**config.mk**
```make
export PLATFORM = sky130hd
export DESIGN_NAME = setup_menu_param_flat
export DESIGN_NICKNAME = d
export VERILOG_FILES = /design/src/rtl/setup_menu_param_if.sv /design/src/rtl/setup_menu_param.sv /design/src/flat_wrapper.sv
export SDC_FILE = /design/constraint.sdc
export NUM_CORES = 1
export LEC_CHECK = 0
export CORE_ASPECT_RATIO = 0.8
export CORE_MARGIN = 2
export CORE_UTILIZATION = 53
export CTS_CLUSTER_SIZE = 8
export DETAILED_ROUTE_END_ITERATION = 8
export PLACE_DENSITY = 0.79
export SLEW_MARGIN = 20
export SYNTH_ARGS = -nofsm -noshare
export SYNTH_HDL_FRONTEND = slang
export SYNTH_SLANG_ARGS = --single-unit
```
**constraint.sdc**
```tcl
create_clock -name clk -period 7.7 [get_ports clk]
set_input_delay 0.77 -clock clk [delete_from_list [all_inputs] [get_ports clk]]
set_output_delay 0.77 -clock clk [all_outputs]
set_load 0.1 [all_outputs]
```
**src/rtl/setup_menu_param_if.sv**
```systemverilog
`default_nettype none
// +----------------------------------------------------------------------------+
// | Module   : setup_menu_param_if                                             |
// | Brief    : Keypad, lock-core and display signals of the setup menu.        |
// | Revision : 1.0 - initial release                                           |
// +----------------------------------------------------------------------------+
interface setup_menu_param_if #(
  parameter int CW = 83
) ();
  logic          key_valid;
  logic [3:0]    key_code;
  logic          setup_on;
  logic [CW-1:0] cfg_in;
  logic [CW-1:0] cfg_out;
  logic          cfg_wr;
  logic          setup_busy;
  logic          setup_abort;
  logic [23:0]   disp_out;
  logic          disp_en;

  modport slave (
    input  key_valid, key_code, setup_on, cfg_in,
    output cfg_out, cfg_wr, setup_busy, setup_abort, disp_out, disp_en
  );

  modport master (
    output key_valid, key_code, setup_on, cfg_in,
    input  cfg_out, cfg_wr, setup_busy, setup_abort, disp_out, disp_en
  );
endinterface
`default_nettype wire

```
**src/rtl/setup_menu_param.sv**
```systemverilog
`default_nettype none
// +----------------------------------------------------------------------------+
// | Module   : setup_menu_param                                                |
// | Brief    : Parametrised lock configuration menu: walks the operator        |
// |            through beep, time and PIN fields and commits a config word.    |
// | Revision : 1.0 - initial release                                           |
// +----------------------------------------------------------------------------+
module setup_menu_param #(
  parameter int          NUM_PINS    = 4,
  parameter int          PIN_DIGITS  = 4,
  parameter int          T_MIN       = 5,
  parameter int          T_MAX       = 60,
  parameter int unsigned TIMEOUT_CYC = 50_000_000
) (
  input wire logic        clk,
  input wire logic        rst,
  setup_menu_param_if.slave bus
);
  localparam int          PIN_W    = 1 + 4*PIN_DIGITS;
  localparam int          CW       = 15 + NUM_PINS*PIN_W;
  localparam logic [4:0]  C_NSTEP  = 5'(2*NUM_PINS + 2);
  localparam logic [7:0]  C_TMIN   = 8'(T_MIN);
  localparam logic [7:0]  C_TMAX   = 8'(T_MAX);
  localparam logic [31:0] C_TO_END = (TIMEOUT_CYC > 0) ? 32'(TIMEOUT_CYC - 1) : 32'd0;
  localparam logic [15:0] C_PMASK  = 16'((32'h1 << (4*PIN_DIGITS)) - 1);
  localparam logic [1:0]  K_BIT = 2'd0, K_TIME = 2'd1, K_PIN = 2'd2;

  typedef enum logic [2:0] {
    S_IDLE, S_LOAD, S_EDIT, S_COMMIT, S_ABORT, S_WAIT_REL
  } state_t;

  state_t        state_q, state_d;
  logic [4:0]    step_q, step_d;
  logic [15:0]   buf_q, buf_d;
  logic [CW-1:0] work_q, work_d;
  logic [31:0]   cnt_q, cnt_d;
  logic [CW-1:0] cfg_out_q;
  logic [23:0]   disp_q;
  logic [4:0]    w_next, w_prev;

  // Step 4 is PIN1 digits; from step 5 on, odd steps are PIN status, even are digits.
  function automatic int pin_idx(input logic [4:0] s);
    return (int'(s) - 3) / 2;
  endfunction

  function automatic logic [1:0] fkind(input logic [4:0] s);
    if (s == 5'd1)                return K_BIT;
    if (s == 5'd2 || s == 5'd3)   return K_TIME;
    if (!s[0])                    return K_PIN;
    return K_BIT;
  endfunction

  // Nibbles of the entry buffer that belong to the field at step s.
  function automatic logic [15:0] fmask(input logic [4:0] s);
    logic [15:0] m;
    m = 16'h000F;
    if (fkind(s) == K_TIME)     m = 16'h00FF;
    else if (fkind(s) == K_PIN) m = C_PMASK;
    return m;
  endfunction

  function automatic logic [7:0] to_bcd(input logic [6:0] v);
    return {4'((v / 7'd10) % 7'd10), 4'(v % 7'd10)};
  endfunction

  function automatic logic [6:0] clamp_t(input logic [7:0] b);
    logic [7:0] v;
    v = 8'(b[7:4]) * 8'd10 + 8'(b[3:0]);
    if (v < C_TMIN)      v = C_TMIN;
    else if (v > C_TMAX) v = C_TMAX;
    return 7'(v);
  endfunction

  function automatic logic status_of(input logic [4:0] s, input logic [CW-1:0] w);
    logic st;
    st = 1'b0;
    for (int k = 0; k < NUM_PINS; k++)
      if (k == pin_idx(s)) st = w[15 + k*PIN_W];
    return st;
  endfunction

  // Entry buffer contents for a field; first PIN digit lands in the leftmost position.
  function automatic logic [15:0] preload(input logic [4:0] s, input logic [CW-1:0] w);
    logic [15:0] r;
    r = '0;
    if (s == 5'd1)      r[0]   = w[0];
    else if (s == 5'd2) r[7:0] = to_bcd(w[7:1]);
    else if (s == 5'd3) r[7:0] = to_bcd(w[14:8]);
    else begin
      for (int k = 0; k < NUM_PINS; k++) begin
        if (k == pin_idx(s)) begin
          if (s[0]) r[0] = w[15 + k*PIN_W];
          else
            for (int j = 0; j < PIN_DIGITS; j++)
              r[4*(PIN_DIGITS-1-j) +: 4] = w[15 + k*PIN_W + 1 + 4*j +: 4];
        end
      end
    end
    return r;
  endfunction

  function automatic logic [CW-1:0] store(input logic [4:0] s, input logic [CW-1:0] w,
                                          input logic [15:0] b);
    logic [CW-1:0] r;
    r = w;
    if (s == 5'd1)      r[0]    = b[0];
    else if (s == 5'd2) r[7:1]  = clamp_t(b[7:0]);
    else if (s == 5'd3) r[14:8] = clamp_t(b[7:0]);
    else begin
      for (int k = 0; k < NUM_PINS; k++) begin
        if (k == pin_idx(s)) begin
          if (s[0]) r[15 + k*PIN_W] = b[0];
          else
            for (int j = 0; j < PIN_DIGITS; j++)
              r[15 + k*PIN_W + 1 + 4*j +: 4] = b[4*(PIN_DIGITS-1-j) +: 4];
        end
      end
    end
    return r;
  endfunction

  function automatic logic [23:0] disp_of(input logic [4:0] s, input logic [15:0] b);
    logic [23:0] d;
    logic [15:0] m;
    m         = fmask(s);
    d[23:20]  = (s >= 5'd10) ? 4'd1 : 4'd0;
    d[19:16]  = (s >= 5'd10) ? 4'(s - 5'd10) : 4'(s);
    for (int i = 0; i < 4; i++)
      d[4*i +: 4] = m[4*i] ? b[4*i +: 4] : 4'hB;
    return d;
  endfunction

  // Session state, step, entry buffer, working copy and inactivity counter.
  always_ff @(posedge clk or posedge rst) begin
    if (rst) begin
      state_q <= S_IDLE;
      step_q  <= 5'd1;
      buf_q   <= '0;
      work_q  <= '0;
      cnt_q   <= '0;
    end else begin
      state_q <= state_d;
      step_q  <= step_d;
      buf_q   <= buf_d;
      work_q  <= work_d;
      cnt_q   <= cnt_d;
    end
  end

  // Menu sequencing: key decode, field write-back, skip/back navigation, aborts.
  always_comb begin
    state_d = state_q;
    step_d  = step_q;
    buf_d   = buf_q;
    work_d  = work_q;
    cnt_d   = cnt_q;
    w_next  = step_q + 5'd1;
    w_prev  = step_q - 5'd1;
    case (state_q)
      S_IDLE: if (bus.setup_on) state_d = S_LOAD;
      S_LOAD: begin
        work_d     = bus.cfg_in;
        work_d[15] = 1'b1;
        step_d     = 5'd1;
        buf_d      = preload(5'd1, work_d);
        cnt_d      = '0;
        state_d    = S_EDIT;
      end
      S_EDIT: begin
        if (!bus.setup_on) begin
          state_d = S_ABORT;
        end else if (bus.key_valid) begin
          cnt_d = '0;
          if (bus.key_code <= 4'd9) begin
            buf_d = {buf_q[11:0], bus.key_code} & fmask(step_q);
          end else if (bus.key_code == 4'hA) begin
            if (fkind(step_q) != K_BIT || buf_q[3:0] <= 4'd1) begin
              work_d = store(step_q, work_q, buf_q);
              if (w_next <= C_NSTEP && !w_next[0] && w_next >= 5'd6 && !status_of(w_next, work_d))
                w_next = w_next + 5'd1;
              if (w_next > C_NSTEP) begin
                state_d = S_COMMIT;
              end else begin
                step_d = w_next;
                buf_d  = preload(w_next, work_d);
              end
            end
          end else if (bus.key_code == 4'hC) begin
            if (step_q != 5'd1) begin
              if (!w_prev[0] && w_prev >= 5'd6 && !status_of(w_prev, work_q))
                w_prev = w_prev - 5'd1;
              step_d = w_prev;
              buf_d  = preload(w_prev, work_q);
            end
          end else if (bus.key_code == 4'hF) begin
            state_d = S_ABORT;
          end
        end else if (TIMEOUT_CYC != 0 && cnt_q == C_TO_END) begin
          state_d = S_ABORT;
        end else begin
          cnt_d = cnt_q + 32'd1;
        end
      end
      S_COMMIT, S_ABORT: state_d = S_WAIT_REL;
      S_WAIT_REL: if (!bus.setup_on) state_d = S_IDLE;
      default: state_d = S_IDLE;
    endcase
  end

  // Committed word and the registered display image of the next edit state.
  always_ff @(posedge clk or posedge rst) begin
    if (rst) begin
      cfg_out_q <= '0;
      disp_q    <= 24'hBBBBBB;
    end else begin
      if (state_d == S_COMMIT) cfg_out_q <= work_d;
      disp_q <= (state_d == S_EDIT) ? disp_of(step_d, buf_d) : 24'hBBBBBB;
    end
  end

  assign bus.cfg_out     = cfg_out_q;
  assign bus.cfg_wr      = (state_q == S_COMMIT);
  assign bus.setup_abort = (state_q == S_ABORT);
  assign bus.setup_busy  = (state_q != S_IDLE);
  assign bus.disp_en     = (state_q == S_EDIT);
  assign bus.disp_out    = disp_q;
endmodule
`default_nettype wire

```
**src/flat_wrapper.sv**
```systemverilog
// flat-port wrapper written by rule: the top's interface ports become plain ports
module setup_menu_param_flat 
#(
  parameter int          NUM_PINS    = 4,
  parameter int          PIN_DIGITS  = 4,
  parameter int          T_MIN       = 5,
  parameter int          T_MAX       = 60,
  parameter int unsigned TIMEOUT_CYC = 50_000_000
)
  (clk, rst, bus_key_valid, bus_key_code, bus_setup_on, bus_cfg_in, bus_cfg_out, bus_cfg_wr, bus_setup_busy, bus_setup_abort, bus_disp_out, bus_disp_en);
  setup_menu_param_if #(.CW((83))) bus_i ();
  input wire logic clk;
  input wire logic rst;
  input wire logic [$bits(bus_i.key_valid)-1:0] bus_key_valid;
  input wire logic [$bits(bus_i.key_code)-1:0] bus_key_code;
  input wire logic [$bits(bus_i.setup_on)-1:0] bus_setup_on;
  input wire logic [$bits(bus_i.cfg_in)-1:0] bus_cfg_in;
  output wire logic [$bits(bus_i.cfg_out)-1:0] bus_cfg_out;
  output wire logic [$bits(bus_i.cfg_wr)-1:0] bus_cfg_wr;
  output wire logic [$bits(bus_i.setup_busy)-1:0] bus_setup_busy;
  output wire logic [$bits(bus_i.setup_abort)-1:0] bus_setup_abort;
  output wire logic [$bits(bus_i.disp_out)-1:0] bus_disp_out;
  output wire logic [$bits(bus_i.disp_en)-1:0] bus_disp_en;
  assign bus_i.key_valid = bus_key_valid;
  assign bus_i.key_code = bus_key_code;
  assign bus_i.setup_on = bus_setup_on;
  assign bus_i.cfg_in = bus_cfg_in;
  assign bus_cfg_out = bus_i.cfg_out;
  assign bus_cfg_wr = bus_i.cfg_wr;
  assign bus_setup_busy = bus_i.setup_busy;
  assign bus_setup_abort = bus_i.setup_abort;
  assign bus_disp_out = bus_i.disp_out;
  assign bus_disp_en = bus_i.disp_en;
  setup_menu_param #(.NUM_PINS(NUM_PINS), .PIN_DIGITS(PIN_DIGITS), .T_MIN(T_MIN), .T_MAX(T_MAX), .TIMEOUT_CYC(TIMEOUT_CYC)) u_core (.clk(clk), .rst(rst), .bus(bus_i));
endmodule
```
# Word-level counts from Yosys, hierarchy flattened
# Cells that the tools add are included.
# totals
register_bits	246
latch_bits	0
ram_bits	0
rom_bits	0
input_bits	91
wordCells	415
mem_count	0
# op_classes
add_sub_neg	17
mul	1
n_div	12
n_lt_le_gt_ge	9
eq_ne	45
n_shift	0
muxes	295
bitwise	6
n_reduce_logical	23
# ops
operator	count
$mux W16	66
$mux W82	7
$mux W83	5
$eq A3 B32 Y1 const A	10
$pmux W83 S2	1
$add A32 B1 Y32	5
$eq A2 B32 Y1 const A	5
$logic_not A32 Y1	5
$mux W15	10
$mux W5	23
$mux W1	103
$mux W32	3
$mux W75	1
$mux W2	36
$mux W17	4
$mux W68	1
$mux W8	8
$pmux W32 S2	1
$mod A7 B4 Y7 const B	8
$eq A5 B2 Y1 const B	8
$mux W3	11
$add A32 B1 Y32 const B	1
$eq A32 B26 Y1 const B	1
$pmux W16 S2	1
other kinds (41)	84

# Depth between registers and ports, before layout
# logic_depth
word_depth	98
mapped_depth	39

# Worst setup path after synthesis
# Ideal clock, no wire load.
# synth_path
path_kind	reg2reg
from	reg u_core.step_q[0]
to	reg u_core.disp_q[0], in the netlist u_core.bus.disp_out[0]
setup_time_ns	0.064
arrival_ns	8.283
required_time_ns	7.636
path_slack_ns	-0.647
stages_incl_launch_ff	32
n_path_buf	5
path_cell_list	dfstp_2 clkbuf_1 inv_1 clkbuf_1 ha_1 ha_1 or3b_1 o32ai_4 nand3b_1 ha_1 or4b_2 nor4_1 mux2i_1 o31a_1 a311oi_1 nor4_4 o21ai_1 clkbuf_1 ha_1 clkbuf_1 xnor2_1 ha_1 nand3_1 ha_1 nand4_1 nor4bb_1 or3b_1 o2bb2ai_2 buf_4 a31oi_1 or3_1 nand3_1
# synth_via
elab_chain_cells	73
elab_cells_between_ends	294
# synth_rtl
element	line_no	text
start, declared	setup_menu_param.sv:33	logic [4:0] step_q, step_d;
start signal, assigned	setup_menu_param.sv:143	step_q <= step_d;
$sub A5 B2 Y6	setup_menu_param.sv:43	return (int'(s) - 3) / 2;
$and A1 B1 Y1 (no source line)	--	
$add A32 B1 Y32 (no source line)	--	
$logic_not A32 Y1	setup_menu_param.sv:111	if (k == pin_idx(s)) begin
$mux W17	setup_menu_param.sv:111	
$mux W68	setup_menu_param.sv:108	else if (s == 5'd3) r[14:8] = clamp_t(b[7:0]);
$mux W75	setup_menu_param.sv:107	else if (s == 5'd2) r[7:1] = clamp_t(b[7:0]);
$mux W82	setup_menu_param.sv:106	if (s == 5'd1) r[0] = b[0];
[... 57 more ...]	--	
$mux W16	setup_menu_param.sv:177	if (fkind(step_q) != K_BIT || buf_q[3:0] <= 4'd1) begin
$mux W16	setup_menu_param.sv:176	end else if (bus.key_code == 4'hA) begin
$mux W16	setup_menu_param.sv:174	if (bus.key_code <= 4'd9) begin
$mux W16	setup_menu_param.sv:172	end else if (bus.key_valid) begin
$mux W16	setup_menu_param.sv:170	if (!bus.setup_on) begin
$pmux W16 S2	setup_menu_param.sv:159	case (state_q)
$mux W4	setup_menu_param.sv:129	d[4*i +: 4] = m[4*i] ? b[4*i +: 4] : 4'hB;
$mux W24 (*)	setup_menu_param.sv:217	disp_q <= (state_d == S_EDIT) ? disp_of(step_d, buf_d) : 24'hBBBBBB;
end signal, assigned	setup_menu_param.sv:217	
end, declared	setup_menu_param.sv:38	logic [23:0] disp_q;
# Mark *: on every way between the ends. The rest lies on a longest branch, timed or not. The select of a mux whose other input is x is not followed.
# A chain may end at the register's enable or synchronous reset.

# Worst setup path after layout
# layout_path
from	reg u_core.step_q[2]
to	reg u_core.disp_q[3], in the netlist u_core.bus.disp_out[3]
# layout_via
elab_chain_cells	76
elab_cells_between_ends	269
# layout_rtl
element	line_no
$sub A5 B2 Y6	setup_menu_param.sv:43
$and A1 B1 Y1 (no source line)	--
$add A32 B1 Y32 (no source line)	--
$logic_not A32 Y1	setup_menu_param.sv:111
$mux W17	setup_menu_param.sv:111
$mux W68	setup_menu_param.sv:108
$mux W75	setup_menu_param.sv:107
$mux W82	setup_menu_param.sv:106
[... 60 more ...]	--
$mux W16	setup_menu_param.sv:177
$mux W16	setup_menu_param.sv:176
$mux W16	setup_menu_param.sv:174
$mux W16	setup_menu_param.sv:172
$mux W16	setup_menu_param.sv:170
$pmux W16 S2	setup_menu_param.sv:159
$mux W4	setup_menu_param.sv:129
$mux W24 (*)	setup_menu_param.sv:217
# Marks and branches as above.

==> flow_metrics.env <==
export IMPL_status="completed"
export IMPL_syn_area_um2=18800
export IMPL_synth_top_area_share=0.3008
export IMPL_synth_commonest_cells="295 x nand2_1, 226 x dfrtp_1, 159 x nor2_1"
export IMPL_clock_path_buffers=3
export IMPL_clock_latency_ps=550
export IMPL_drive_above_1_share=0.1485
export IMPL_final_nets=2561
export IMPL_cp_max_fo=9
export IMPL_synth_cells=2202
export IMPL_ff2ff_setup_slack_ps=320
export IMPL_critPathCaptureType="flip-flop"
export IMPL_clk_pin_slew_ps=60
export IMPL_ys_warn_count=0
export IMPL_grt_usage=0.3618
export IMPL_cts_buffers_inserted=37
export IMPL_slew_headroom=0.2133
export IMPL_instances_no_fill=2878
export IMPL_p_per_area_nw_per_um2=500.4
export IMPL_worst_slack_ps=319.3
export IMPL_drt_iter0_drc=2607
export IMPL_arrival_ps=7780
export IMPL_max_stage_delay_ps=720
export IMPL_period_share=0.9585
export IMPL_ioPinCount=202
export IMPL_critPathKind="flip-flop to flip-flop"
export IMPL_min_from="u_core.bus.cfg_out[13]$_DFFE_PP0N_"
export IMPL_r2r_start="u_core.step_q[2]$_DFF_PP0_"
export IMPL_holdPathStages=1
export IMPL_synth_most_common_cell="nand2_1"
export IMPL_gp_congestion=1.013
export IMPL_dp_cells=2812
export IMPL_hold_end="u_core.bus.cfg_out[13]$_DFFE_PP0N_"
export IMPL_reg2reg_to="u_core.bus.disp_out[3]$_DFF_PP1_"
export IMPL_fill_cells=2837
export IMPL_vias=19390
export IMPL_reg2reg_depth=27
export IMPL_post_route_drc_count=0
export IMPL_htree_levels=2
export IMPL_place_area_um2=21530
export IMPL_cts_num_sinks=244
export IMPL_synth_avg_cell_area_um2=8.539
export IMPL_required_ps=8100
export IMPL_post_drt_wl_per_cell_um=23.85
export IMPL_startpoint_type="flip-flop"
export IMPL_ant_nets=0
export IMPL_synthTopCellsByArea="dfrtp_1 30%, nand2_1 5.9%, ha_1 5.6%, mux2_2 5.4%, o21ai_0 3.5%"
export IMPL_hp_class="flip-flop to flip-flop"
export IMPL_crit_top_cell="ha_1"
export IMPL_worstMarginPinSlew_ps=1172
export IMPL_synth_seq_area_share=0.3259
export IMPL_coreArea_um2=34880
export IMPL_hold_ws_ps=502.3
export IMPL_ys_types=103
export IMPL_worst_clock_skew_ps=33.29
export IMPL_stdcell_area_um2=22880
export IMPL_ys_ff_latch=244
export IMPL_drv_slew=0
export IMPL_grt_max_degree=91
export IMPL_fmax_ghz=0.1355
export IMPL_die_w_um=214.6
export IMPL_maxCapViolations=0
export IMPL_port_buffers=199
export IMPL_ys_async_sr_fraction=1.000
export IMPL_rows=61
export IMPL_design_die_area_um2=37010
export IMPL_period_minus_slack_ps=7381
export IMPL_hpwl_mm=49.94
export IMPL_start_util=0.5391
export IMPL_cts_root_buffer="clkbuf_16"
export IMPL_cpMaxStageDelayCell="or4b_2"
export IMPL_drt_vias_per_instance=6.738
export IMPL_hold_viol=0
export IMPL_first_global_vias=18470
export IMPL_cts_tree="done"
export IMPL_synth_nets=2379
export IMPL_finalWirelength_mm=68.65
export IMPL_globalRouteOverflowTotal=0
export IMPL_p_leak_nw=9.786
export IMPL_cts_hold_buffers_added=0
export IMPL_die_y_um=172.5
export IMPL_area_delta_synth_final_pct=21.69
export IMPL_drtPass1Iterations=6
export IMPL_dp_slack_ps=-251.4
export IMPL_synth_edff_count=0
export IMPL_synth_ff_type="dfrtp_1"
export IMPL_fin_util=0.6560
export IMPL_setup_viol=0
export IMPL_max_vdd_ir_drop_uv=258.2
export IMPL_grt_pass1_wl_mm=105.4
export IMPL_synth_area_leader_cell="dfrtp_1"
export IMPL_antenna_found_initial=2
[cell type report]
| cell class | count | area, um^2 | area share |
|---|---|---|---|
| flip-flops and latches | 244 | 6128 | 0.2678 |
| multi-input cells | 1735 | 12120 | 0.5297 |
| well taps | 472 | 590.6 | 0.02581 |
| diodes | 2 | 5.005 | 0.0002187 |
| inverters | 83 | 319.1 | 0.01394 |
| clock inverters | 4 | 46.29 | 0.002023 |
| clock buffers | 55 | 1025 | 0.04479 |
| repair buffers | 283 | 2646 | 0.1157 |
[metal layers]
metal,wire length [um],vias to the layer above,GRT usage
met4,2483,2,0.1286
li1,-,8567,-
met3,8224,199,0.08514
met2,29320,1255,0.5422
met1,28580,9368,0.5112
met5,52,-,0.01067
[worst max-delay path: cells and delay by family, from the launching register on]
family	cells	cell delay (ps)
adders and majority gates	3	610
DFF	1	390
xor gates and xnor gates	1	250
buffers and inverters	1	190
AOI/OAI and AO/OA	9	2380
and+or+nand+nor	11	2930
muxes	2	480
[per-stage QoR]
| step | setup TNS (ps) | power, mW |
|---|---|---|
| 2_1_floorplan | 0 | 7.190 |
| 3_3_place_gp | 0 | 9.176 |
| 3_5_place_dp | -1599 | 9.372 |
| 4_1_cts | 0 | 10.96 |
| 5_1_grt | -805.7 | 12.08 |
| 6_report | 0 | 11.45 |
[cell families after synthesis]
family	share of synthesized area
AO/OA/AOI/OAI	0.2301
XOR/XNOR	0.03041
adder cells (fa/ha/maj)	0.05803
buffers and inverters	0.04551
flip-flops	0.3259
multiplexers	0.1035
other	0.0001994
AND/OR/NAND/NOR	0.2063
[layout by cell type (no fill, tap or decap), drive strengths merged, types with 27 or more instances in the layout]
| cell type | synthesis | layout |
|---|---|---|
| dfrtp | 226 | 226 |
| mux2 | 91 | 91 |
| nor2 | 159 | 159 |
| a22oi | 84 | 84 |
| clkbuf | 120 | 55 |
| clkdlybuf4s50 | 0 | 199 |
| a21oi | 83 | 83 |
| xnor2 | 38 | 38 |
| o31ai | 35 | 35 |
| o21ai | 149 | 149 |
| o22ai | 27 | 27 |
| ha | 84 | 84 |
| a31oi | 30 | 30 |
| nand3 | 74 | 74 |
| nor3 | 75 | 75 |
| mux2i | 47 | 47 |
| nand2 | 295 | 295 |
| buf | 20 | 84 |
| inv | 80 | 81 |
[power by group]
group / switching [mW] / total, mW / leakage, nW / internal [mW]
combinational: 4.94 / 7.92 / 6.06 / 2.97
sequential: 0.415 / 2.01 / 3.21 / 1.59
clock: 0.613 / 1.53 / 0.519 / 0.915
total: 5.97 / 11.5 / 9.79 / 5.48
[worst max path at each step]
stage | startpoint | to | slack, ps | cells after the start
final | u_core.step_q[2]$_DFF_PP0_ | u_core.bus.disp_out[3]$_DFF_PP1_ | 320 | 27
after global routing | u_core.buf_q[7]$_DFF_PP0_ | u_core.buf_q[1]$_DFF_PP0_ | -100 | 38
after CTS | u_core.step_q[2]$_DFF_PP0_ | u_core.bus.disp_out[7]$_DFF_PP1_ | 2 | 27
after detailed placement | u_core.buf_q[5]$_DFF_PP0_ | u_core.bus.disp_out[1]$_DFF_PP1_ | -250 | 35
after global placement | u_core.buf_q[5]$_DFF_PP0_ | u_core.bus.disp_out[1]$_DFF_PP1_ | 60 | 36
after floorplan | u_core.step_q[0]$_DFF_PP1_ | u_core.bus.disp_out[0]$_DFF_PP1_ | 5 | 31
[repair_timing]
action,4_1_cts,5_1_grt
setup endpoints to repair,17,34
gates resized for setup,5,53
pin swaps,2,8
buffers inserted,1,4
cloned,0,0
[flip-flops by register name (all words and copies together), names as in the netlist]
signal	flops
u_core.step_q	5
u_core.bus.disp_out	22
u_core.work_q	83
u_core.state_q	3
u_core.buf_q	16
u_core.cnt_q	32
u_core.bus.cfg_out	83
Power figures use the tool's default switching activity.
